==> config.mk <==
export PLATFORM = sky130hd
export DESIGN_NAME = dec_ascii_streamer
export DESIGN_NICKNAME = d
export VERILOG_FILES = /design/src/rtl/dec_ascii_streamer_pkg.sv /design/src/rtl/bcd_dd_step.sv /design/src/rtl/dec_ascii_streamer.sv
export SDC_FILE = /design/constraint.sdc
export NUM_CORES = 1
export LEC_CHECK = 0
export CAP_MARGIN = 20
export CORE_UTILIZATION = 50
export DETAILED_ROUTE_END_ITERATION = 8
export PLACE_DENSITY = 0.72
export REMOVE_ABC_BUFFERS = 1
export SYNTH_ARGS = -nofsm -noshare
export SYNTH_HDL_FRONTEND = slang
export SYNTH_SLANG_ARGS = --single-unit
==> constraint.sdc <==
create_clock -name clk_i -period 2.6 [get_ports clk_i]
set_input_delay 0.39 -clock clk_i [delete_from_list [all_inputs] [get_ports clk_i]]
set_output_delay 0.39 -clock clk_i [all_outputs]
set_load 0.03 [all_outputs]
==> src/rtl/dec_ascii_streamer_pkg.sv <==
// Shared definitions for the decimal ASCII streamer.
// Holds the controller state encoding, the ASCII constants, and the digit-count helper.
// The digit-count helper sizes the BCD register so that any WIDTH-bit magnitude fits.
package dec_ascii_streamer_pkg;

    typedef enum logic [1:0] {
        S_IDLE      = 2'd0,
        S_CONVERT   = 2'd1,
        S_EMIT_SIGN = 2'd2,
        S_EMIT_DIG  = 2'd3
    } state_e;

    localparam logic [7:0] ASCII_ZERO  = 8'h30;
    localparam logic [7:0] ASCII_MINUS = 8'h2D;

    // floor(WIDTH*log10(2))+1, with 1233/4096 approximating log10(2).
    // The result is 5 for WIDTH 16 and 10 for WIDTH 32.
    function automatic int dec_digits(input int width);
        return ((width * 1233) >> 12) + 1;
    endfunction

endpackage

==> src/rtl/bcd_dd_step.sv <==
// Performs one double-dabble step: each nibble >= 5 gets +3, then {bcd, shift_in} shifts left by one bit.
// Latency: combinational. Backpressure: none (pure function).
// Ports: bcd_i current BCD digits, shift_in_i next binary bit (MSB first), bcd_o updated BCD digits.
module bcd_dd_step #(
    parameter int DIGITS = 5
) (
    input  logic [4*DIGITS-1:0] bcd_i,
    input  logic                shift_in_i,
    output logic [4*DIGITS-1:0] bcd_o
);

    logic [3:0] nib;
    logic [3:0] adj;
    logic       carry;

    // The shift is folded into the per-nibble loop.
    // Each nibble takes the top bit of the adjusted nibble below it.
    // The top nibble never carries out, because DIGITS is sized for the full WIDTH range.
    always_comb begin
        bcd_o = '0;
        nib   = '0;
        adj   = '0;
        carry = shift_in_i;
        for (int i = 0; i < DIGITS; i++) begin
            nib = bcd_i[4*i +: 4];
            adj = (nib >= 4'd5) ? (nib + 4'd3) : nib;
            bcd_o[4*i +: 4] = {adj[2:0], carry};
            carry = adj[3];
        end
    end

endmodule

==> src/rtl/dec_ascii_streamer.sv <==
// Formats a WIDTH-bit signed or unsigned integer as decimal ASCII, emitting one character per handshake.
// Latency: the first character is valid WIDTH+1 cycles after acceptance (one conversion bit per clock).
// Backpressure: characters hold stable until out_ready_i; no new value is accepted until the last character handshakes.
// Ports: in_* value handshake (in_ready_o high only when idle); out_* character stream, with out_last_o on the final digit.
module dec_ascii_streamer
    import dec_ascii_streamer_pkg::*;
#(
    parameter int WIDTH = 16
) (
    input  logic             clk_i,
    input  logic             rst_i,
    input  logic             in_valid_i,
    output logic             in_ready_o,
    input  logic [WIDTH-1:0] in_value_i,
    input  logic             in_signed_i,
    output logic             out_valid_o,
    input  logic             out_ready_i,
    output logic [7:0]       out_char_o,
    output logic             out_last_o
);

    localparam int DIGITS = dec_digits(WIDTH);
    localparam int BCD_W  = 4 * DIGITS;
    localparam int IDX_W  = (DIGITS > 1) ? $clog2(DIGITS) : 1;
    localparam int CNT_W  = $clog2(WIDTH + 1);

    state_e             state_q, state_d;
    logic               neg_q, neg_d;
    logic [WIDTH-1:0]   mag_q, mag_d;
    logic [BCD_W-1:0]   bcd_q, bcd_d;
    logic [CNT_W-1:0]   cnt_q, cnt_d;
    logic [IDX_W-1:0]   idx_q, idx_d;
    logic               in_ready_q, in_ready_d;
    logic               out_valid_q, out_valid_d;
    logic [7:0]         out_char_q, out_char_d;
    logic               out_last_q, out_last_d;

    logic [BCD_W-1:0]   step_bcd;
    logic [IDX_W-1:0]   msnz;
    logic [3:0]         sel_nib;

    bcd_dd_step #(.DIGITS(DIGITS)) u_step (
        .bcd_i      (bcd_q),
        .shift_in_i (mag_q[WIDTH-1]),
        .bcd_o      (step_bcd)
    );

    // Find the most-significant nonzero digit of the final BCD value.
    // This suppresses leading zeros; an all-zero value selects digit 0.
    always_comb begin
        msnz = '0;
        for (int i = 0; i < DIGITS; i++) begin
            if (step_bcd[4*i +: 4] != 4'd0) begin
                msnz = IDX_W'(i);
            end
        end
    end

    always_comb begin
        state_d = state_q;
        neg_d   = neg_q;
        mag_d   = mag_q;
        bcd_d   = bcd_q;
        cnt_d   = cnt_q;
        idx_d   = idx_q;
        case (state_q)
            S_IDLE: begin
                if (in_valid_i) begin
                    neg_d   = in_signed_i & in_value_i[WIDTH-1];
                    // For the most negative value, the WIDTH-bit negation yields the correct unsigned magnitude.
                    mag_d   = neg_d ? (~in_value_i + {{(WIDTH-1){1'b0}}, 1'b1}) : in_value_i;
                    bcd_d   = '0;
                    cnt_d   = CNT_W'(WIDTH);
                    state_d = S_CONVERT;
                end
            end
            S_CONVERT: begin
                bcd_d = step_bcd;
                mag_d = {mag_q[WIDTH-2:0], 1'b0};
                cnt_d = cnt_q - CNT_W'(1);
                if (cnt_q == CNT_W'(1)) begin
                    idx_d   = msnz;
                    state_d = neg_q ? S_EMIT_SIGN : S_EMIT_DIG;
                end
            end
            S_EMIT_SIGN: begin
                if (out_ready_i) begin
                    state_d = S_EMIT_DIG;
                end
            end
            S_EMIT_DIG: begin
                if (out_ready_i) begin
                    if (idx_q == '0) begin
                        state_d = S_IDLE;
                    end else begin
                        idx_d = idx_q - IDX_W'(1);
                    end
                end
            end
            default: state_d = S_IDLE;
        endcase
    end

    // Outputs are computed from the next state so that the registered values line up with the state register.
    always_comb begin
        sel_nib = '0;
        for (int i = 0; i < DIGITS; i++) begin
            if (IDX_W'(i) == idx_d) begin
                sel_nib = bcd_d[4*i +: 4];
            end
        end
    end

    always_comb begin
        in_ready_d  = (state_d == S_IDLE);
        out_valid_d = (state_d == S_EMIT_SIGN) || (state_d == S_EMIT_DIG);
        out_char_d  = 8'h00;
        out_last_d  = 1'b0;
        if (state_d == S_EMIT_SIGN) begin
            out_char_d = ASCII_MINUS;
        end else if (state_d == S_EMIT_DIG) begin
            out_char_d = ASCII_ZERO + {4'h0, sel_nib};
            out_last_d = (idx_d == '0);
        end
    end

    always_ff @(posedge clk_i) begin
        if (rst_i) begin
            state_q     <= S_IDLE;
            neg_q       <= 1'b0;
            mag_q       <= '0;
            bcd_q       <= '0;
            cnt_q       <= '0;
            idx_q       <= '0;
            in_ready_q  <= 1'b1;
            out_valid_q <= 1'b0;
            out_char_q  <= 8'h00;
            out_last_q  <= 1'b0;
        end else begin
            state_q     <= state_d;
            neg_q       <= neg_d;
            mag_q       <= mag_d;
            bcd_q       <= bcd_d;
            cnt_q       <= cnt_d;
            idx_q       <= idx_d;
            in_ready_q  <= in_ready_d;
            out_valid_q <= out_valid_d;
            out_char_q  <= out_char_d;
            out_last_q  <= out_last_d;
        end
    end

    assign in_ready_o  = in_ready_q;
    assign out_valid_o = out_valid_q;
    assign out_char_o  = out_char_q;
    assign out_last_o  = out_last_q;

endmodule
==> summary.txt, run 1 <==
Min cycle time layout -> 2580 ps
MaxCap Viol Count -> 0
Clk_lat worst skew -> 310 ps
Fin. max-slew vios -> 0
CTS sink cnt -> 54
Iter 0 DRT Violations -> 180
Post-route cell area -> 4370 um^2
Clk buf depth -> 2
Hold Path Class -> flip-flop to flip-flop
Synthesis-to-finish area growth -> 31.2%
Via-to-Cell Ratio -> 5.91
Met2 usage -> 0.435
RSZ-0062 raised after global routing -> yes
Cell count after synthesis -> 413
Synth cell types -> 66
EDFF count, synth -> 0
Antenna Nets Post-Route -> 0
Mean Syn Cell Area -> 8.07 um^2
Slew of the pin with the lowest slew margin -> 724 ps
Worst hold slack -> 507 ps
Leakage -> 1.62 nW
Routing usage on met1 -> 0.289
Sequential area share after synthesis -> 0.324
Met3 Usage GRT -> 0.0376
Post-DP HPWL -> 6200 um
Port bufs -> 29
Worst setup margin -> 20.7 ps
Inserted Diodes -> 0
Root buffer cell -> clkbuf_8
Final hold vios -> 0
First-pass GRT wire length -> 13900 um
Critical path data arrival time -> 2820 ps
Tcrit/Tclk final -> 0.992
Initial antenna violation count -> 0
Initial Util -> 0.522
CTS Buf Count -> 5
Yosys warns -> 0
Commonest cells after routing, fill and taps aside -> 55 x nor2_1, 51 x buf_4, 45 x dfxtp_1
Status -> finished, final reports clean
H-tree Lvls -> 2
Dpl ws -> -223 ps
Core Rows -> 29
Die area -> 6990 um^2
Routed length per instance -> 15.2 um
Die width -> 83.6 um
Seq cells post-synth -> 54
Max VDD drop -> 0.286 mV
CTS tree -> yes
Vias -> 3287
Crit-path max FO -> 10
Setup-violating endpoint count in the final report -> 0
Placer Congestion -> 0.878
Die Y -> 83.6 um
Ys async rst share -> 0
TritonRoute pass-1 iters -> 5
Clk slew on worst S/H paths -> 100 ps
Mapped Area -> 3330 um^2
Core Util, Final -> 0.684
IO Pins -> 32
Total wire length -> 8440 um
Worst EP required -> 2840 ps
Gr usage total -> 0.241
Total grt overflow -> 0
Share of cells above drive strength 1 -> 0.257
Kind of critical path -> flip-flop to flip-flop
Core area -> 6390 um^2
Layout Skew -> 12.0 ps
Commonest register cell after synthesis -> dfxtp_1
Post-route DRC -> 0
Power per cell area -> 406 nW/um^2
CP Capture Type -> flip-flop
Pin count of the biggest net entering global routing -> 40
Nets -> 515
Commonest non-fill, non-tap cell in the layout -> nor2_1
Worst setup SP type -> flip-flop
Setup_tns -> 0 ps
Placed Area -> 3980 um^2
Global route hottest layer -> met2
Max transition margin -> 0.515
Vias in the first global route -> 3059
Fmax -> 388 MHz
power breakdown:
part | internal [W] | switching [W] | total (W)
registers | 0.000864 | 0.0000307 | 0.000895
clock network | 0.000186 | 0.000268 | 0.000453
logic | 0.000187 | 0.000238 | 0.000425
metrics by stage:
stage               std cells  power, W
floorplan                 390   0.00115
global route              556   0.00186
finish                    556   0.00177
detailed placement        544   0.00131
global placement          544   0.00130
CTS                       552   0.00176
routing by layer:
metal	vias up	part of all wire
met4	0	0.028
met3	22	0.046
met1	1536	0.42
met5	-	0
li1	1621	-
met2	108	0.50
Yosys cell counts (all sizes together) (2+ instances only):
library cell | number | share of area
nand3b | 2 | 0.0045
a2111oi | 2 | 0.0071
nor2 | 56 | 0.064
o2111ai | 2 | 0.0053
a222oi | 14 | 0.042
nor3b | 5 | 0.011
o21ai | 21 | 0.033
nand2b | 9 | 0.017
dfxtp | 54 | 0.32
a32o | 2 | 0.0060
o31ai | 9 | 0.026
nor2b | 8 | 0.015
buf | 9 | 0.017
a21oi | 35 | 0.054
ha | 15 | 0.056
and2 | 2 | 0.0038
a22oi | 9 | 0.020
mux2 | 3 | 0.010
a31oi | 3 | 0.0056
or4 | 3 | 0.0079
mux2i | 10 | 0.030
o41ai | 2 | 0.0053
nand3 | 8 | 0.012
nor3 | 5 | 0.0075
or3 | 3 | 0.0071
or2 | 2 | 0.0038
xnor2 | 16 | 0.042
clkbuf | 15 | 0.017
or3b | 3 | 0.0079
nor4 | 2 | 0.0038
nand2 | 44 | 0.050
inv | 16 | 0.018
xor2 | 3 | 0.0079
a2bb2oi | 2 | 0.0053
nor4b | 2 | 0.0098
path summary, 6_finish.rpt:
kind | depth (start not counted) | from | slack [ps] | end
max | 10 | bcd_q[13] | 20 | out_char_o[2]
min | 2 | mag_q[1] | 510 | mag_q[2]
max reg2reg | 10 | bcd_q[13] | 20 | out_char_o[2]
min reg2reg | 2 | mag_q[1] | 510 | mag_q[2]
state kept, by name, summed over array words and instances (netlist names):
name        count
state_q         2
out_last_o      1
in_ready_o      1
bcd_q          20
idx_q           3
neg_q           1
cnt_q           5
mag_q          16
out_char_o      5
area by class of cell:
class                           count  area [um^2]
Multi-Input combinational cell    320         2330
Fill cell                         532         2020
Sequential cell                    54         1090
Timing Repair Buffer               82          706
Tap cell                           77         96.3
Clock buffer                        6         72.6
Inverter                           16         62.6
Clock inverter                      1         7.51
cells by family after synthesis:
| family | Yosys count | synth area share |
|---|---|---|
| simple gates | 155 | 0.226 |
| compound gates | 116 | 0.250 |
| flops | 54 | 0.324 |
| buf+inv | 40 | 0.0518 |
| xor+xnor | 19 | 0.0499 |
| fa+ha+maj | 15 | 0.0563 |
| mux | 13 | 0.0402 |
| other cells | 1 | 0.00113 |
critical path, stage by stage (launching register included):
cell,delay [ps]
dfxtp_2,350
inv_2,50
ha_2,170
nand2b_4,140
a2111o_1,380
a221oi_2,370
and3_4,260
a211oi_4,90
buf_6,180
or3_1,340
a31oi_1,160
repair_timing:
item	CTS	global route
hold buffers	0	0
gates resized for setup	23	42
pin swaps	8	20
endpoints found under the setup margin	4	5
buffers inserted	2	5
Note: power is estimated with default switching activity, not from simulation.
==> run 2, diff against run 1 <==
--- a/config.mk
+++ b/config.mk
@@ -5,7 +5,9 @@
 export SDC_FILE = /design/constraint.sdc
 export NUM_CORES = 1
 export LEC_CHECK = 0
+export ABC_AREA = 1
 export CAP_MARGIN = 20
+export CORE_MARGIN = 1
 export CORE_UTILIZATION = 50
 export DETAILED_ROUTE_END_ITERATION = 8
 export PLACE_DENSITY = 0.72
==> summary.txt, run 2 <==
Sequential area share after synthesis -> 0.310 (was 0.324)
R2R Path End -> out_char_o[1] (was out_char_o[2])
TritonRoute pass-1 iters -> 6 (was 5)
Initial Util -> 0.517 (was 0.522)
Max VDD drop -> 0.301 mV (was 0.286 mV)
Slew of the pin with the lowest slew margin -> 568 ps (was 724 ps)
Worst hold slack -> 450 ps (was 507 ps)
Worst Hold Endpoint -> neg_q (was mag_q[2])
Reg2Reg Depth -> 20 (was 10)
Placer Congestion -> 0.836 (was 0.878)
CP Cell Sequence -> inv_2, ha_1, inv_1, nand2_2, nand3_2, nand2_1, nand2_1, nand2_1, nor2_2, nand2_1, nand2_1, nand2_1, nand2_2, nand2_2, nand2_4, nor2_1, nand2_1, nand2_1, nor3_1, nor2_1 (was inv_2, ha_2, nand2b_4, a2111o_1, a221oi_2, and3_4, a211oi_4, buf_6, or3_1, a31oi_1)
H-tree Lvls -> 2 (unchanged)
Core area -> 6760 um^2 (was 6390 um^2)
Top Registers -> bcd_q (20), mag_q (16) (unchanged)
Post-route DRC -> 0 (unchanged)
Pin count of the biggest net entering global routing -> 34 (was 40)
Worst EP required -> 2810 ps (was 2840 ps)
Clk_lat worst skew -> 310 ps (about the same)
CTS tree -> yes (unchanged)
Reg-to-Reg Start -> bcd_q[8] (was bcd_q[13])
Ranking of synthesized cells by area -> dfxtp_1 31%, nand2_1 13%, inv_1 8.6% (was dfxtp_1 32%, nor2_1 6.2%, ha_1 5.6%)
EDFF count, synth -> 0 (unchanged)
Yosys warns -> 0 (unchanged)
Leakage -> 1.68 nW (was 1.62 nW)
MaxCap Viol Count -> 0 (unchanged)
Mux cell area share after synthesis -> 0 (was 0.0402)
Crit-path max FO -> 7 (was 10)
IO Pins -> 32 (unchanged)
Post-route cell area -> 3980 um^2 (was 4370 um^2)
Worst setup SP type -> flip-flop (unchanged)
Power per cell area -> 498 nW/um^2 (was 406 nW/um^2)
Clk slew on worst S/H paths -> 100 ps (about the same)
Root buffer cell -> clkbuf_8 (unchanged)
Commonest cells after routing, fill and taps aside -> 123 x nand2_1, 80 x inv_1, 62 x nor2_1 (was 55 x nor2_1, 51 x buf_4, 45 x dfxtp_1)
Biggest register -> bcd_q (unchanged)
First-pass GRT wire length -> 14000 um (was 13900 um)
Core Rows -> 30 (was 29)
Synth cell types -> 39 (was 66)
Hold Path Class -> flip-flop to flip-flop (unchanged)
DR WL met3 -> 258 um (was 388 um)
Adder-cell area share of the yosys netlist -> 0.0537 (was 0.0563)
Iter 0 DRT Violations -> 145 (was 180)
Gr usage total -> 0.236 (was 0.241)
Min cycle time layout -> 2280 ps (was 2580 ps)
Wl on met1 -> 3600 um (was 3570 um)
Layout Skew -> 6.90 ps (was 12.0 ps)
Die Y -> 85.6 um (was 83.6 um)
CP Capture Type -> flip-flop (unchanged)
Post-Synth Simple-Gate Area -> 0.356 (was 0.226)
Critical path's most frequent cell -> nand2_1
Post-DP HPWL -> 6140 um (was 6200 um)
Synth area leader -> dfxtp_1 (unchanged)
Met2 wire len -> 4100 um (was 4240 um)
CP Buf/Inv Count -> 2 (unchanged)
Seq cells post-synth -> 54 (unchanged)
Status -> finished, final reports clean (unchanged)
Vias in the first global route -> 3282 (was 3059)
CTS Buf Count -> 5 (unchanged)
Total wire length -> 8120 um (was 8440 um)
Via-to-Cell Ratio -> 5.33 (was 5.91)
Share of cells above drive strength 1 -> 0.0892 (was 0.257)
Critical path data arrival time -> 2500 ps (was 2820 ps)
Nets -> 607 (was 515)
CTS sink cnt -> 54 (unchanged)
Max transition margin -> 0.621 (was 0.515)
Largest family of logic cells by synthesized area -> simple AND/OR/NAND/NOR gates (was compound AO/OA/AOI/OAI gates)
Die area -> 7320 um^2 (was 6990 um^2)
Total grt overflow -> 0 (unchanged)
Compound-gate portion of the synthesized area -> 0.161 (was 0.250)
Vias -> 3472 (was 3287)
CP top delay family -> simple AND/OR/NAND/NOR gates (was compound AO/OA/AOI/OAI gates)
Commonest register cell after synthesis -> dfxtp_1 (unchanged)
Final hold vios -> 0 (unchanged)
Tcrit/Tclk final -> 0.879 (was 0.992)
Fin. max-slew vios -> 0 (unchanged)
Port bufs -> 29 (unchanged)
Clk buf depth -> 2 (unchanged)
Hold Path Stages -> 2 (unchanged)
Setup-violating endpoint count in the final report -> 0 (unchanged)
Mean Syn Cell Area -> 6.41 um^2 (was 8.07 um^2)
Initial antenna violation count -> 0 (unchanged)
CTS Hold Bufs -> 0 (unchanged)
Routed length per instance -> 12.5 um (was 15.2 um)
Post-CTS sizing -> 0 (was 23)
Synthesis-to-finish area growth -> 14.0% (was 31.2%)
RSZ-0062 raised after global routing -> no (was yes)
Fmax -> 438 MHz (was 388 MHz)
Reg2Reg Setup Slack -> 320 ps (was 20 ps)
Crit-path max cell delay -> 420 ps (was 380 ps)
Most instantiated cells after synthesis -> 123 x nand2_1, 80 x inv_1, 62 x nor2_1, 54 x dfxtp_1, 42 x nand3_1 (was 55 x nor2_1, 54 x dfxtp_1, 44 x nand2_1, 34 x a21oi_1, 20 x o21ai_0)
Top Metal Used -> met4 (unchanged)
Antenna Nets Post-Route -> 0 (unchanged)
Kind of critical path -> flip-flop to flip-flop (unchanged)
Mapped Area -> 3490 um^2 (was 3330 um^2)
Placed Area -> 3860 um^2 (was 3980 um^2)
Post-CTS Setup Repair Bufs -> 0 (was 2)
Synth Area in XOR/XNOR -> 0 (was 0.0499)
Post-synth top area share -> 0.310 (was 0.324)
Inserted Diodes -> 0 (unchanged)
Hold Startpoint -> neg_q (was mag_q[1])
Cell count after synthesis -> 545 (was 413)
Slowest CP cell -> dfxtp_1 (was a2111o_1)
Commonest non-fill, non-tap cell in the layout -> nand2_1 (was nor2_1)
Count leader, synth -> nand2_1 (was nor2_1)
Largest register FFs -> 20 (unchanged)
Ys async rst share -> 0 (unchanged)
Die width -> 85.6 um (was 83.6 um)
==> run 2: worst reg2reg max path, delay by kind of cell (launching register included) <==
| family | cells | cell delay [ps] |
|---|---|---|
| AND/OR/NAND/NOR | 17 | 1400 |
| flip-flops | 1 | 420 |
| adder cells (fa/ha/maj) | 1 | 220 |
| buffers and inverters | 2 | 150 |
==> run 2: cell families after synthesis <==
group           Yosys count
other cells               1
fa+ha+maj                15
buf+inv                 106
flops                    54
simple gates            273
compound gates           96
==> run 2: how the worst max path moves through the flow <==
stage | from | endpoint | slack [ps] | depth (start not counted)
after global routing | in_value_i[0] | mag_q[14] | 60 | 13
after CTS | state_q[0] | out_char_o[3] | 340 | 13
after detailed placement | in_value_i[0] | mag_q[14] | 110 | 13
final | bcd_q[8] | out_char_o[1] | 320 | 20
after floorplan | state_q[1] | out_char_o[2] | -200 | 12
after global placement | in_value_i[0] | mag_q[14] | 190 | 13
==> run 2: layout make-up <==
class	count	area, um^2
fillers	678	2780
inverters	87	328
multi-input cells	386	2000
clock buffers	6	82.6
well taps	80	100
repair buffers	37	350
flip-flops and latches	54	1080
clock inverters	2	38.8
==> run 2: per-stage QoR <==
step | power, W | worst slack (ps) | setup TNS [ps] | cells | util
global placement | 0.00138 | 193 | 0 | 644 | 0.571
detailed placement | 0.00139 | 114 | 0 | 644 | 0.571
finish | 0.00198 | 315 | 0 | 652 | 0.589
global route | 0.00209 | 58.9 | 0 | 652 | 0.589
CTS | 0.00199 | 345 | 0 | 652 | 0.589
floorplan | 0.00123 | -199 | -649 | 527 | -
==> run 2: report_power, final <==
part / internal (W) / switching, W / leakage [nW]
registers: 0.000874 / 0.0000313 / 0.440
clock network: 0.000317 / 0.000290 / 0.0618
logic: 0.000168 / 0.000302 / 1.18
==> run 2: per-layer routing <==
layer  track usage  up-vias
met5             0        -
met4        0.0924        0
met3        0.0346       15
met2         0.433       78
met1         0.277     1572
li1              -     1807
==> run 3, diff against run 2 <==
--- a/config.mk
+++ b/config.mk
@@ -12,6 +12,7 @@
 export DETAILED_ROUTE_END_ITERATION = 8
 export PLACE_DENSITY = 0.72
 export REMOVE_ABC_BUFFERS = 1
+export SLEW_MARGIN = 25
 export SYNTH_ARGS = -nofsm -noshare
 export SYNTH_HDL_FRONTEND = slang
 export SYNTH_SLANG_ARGS = --single-unit
==> results of run 3 <==
Same layout as run 2: the final DEF is identical, and so are final timing and power.
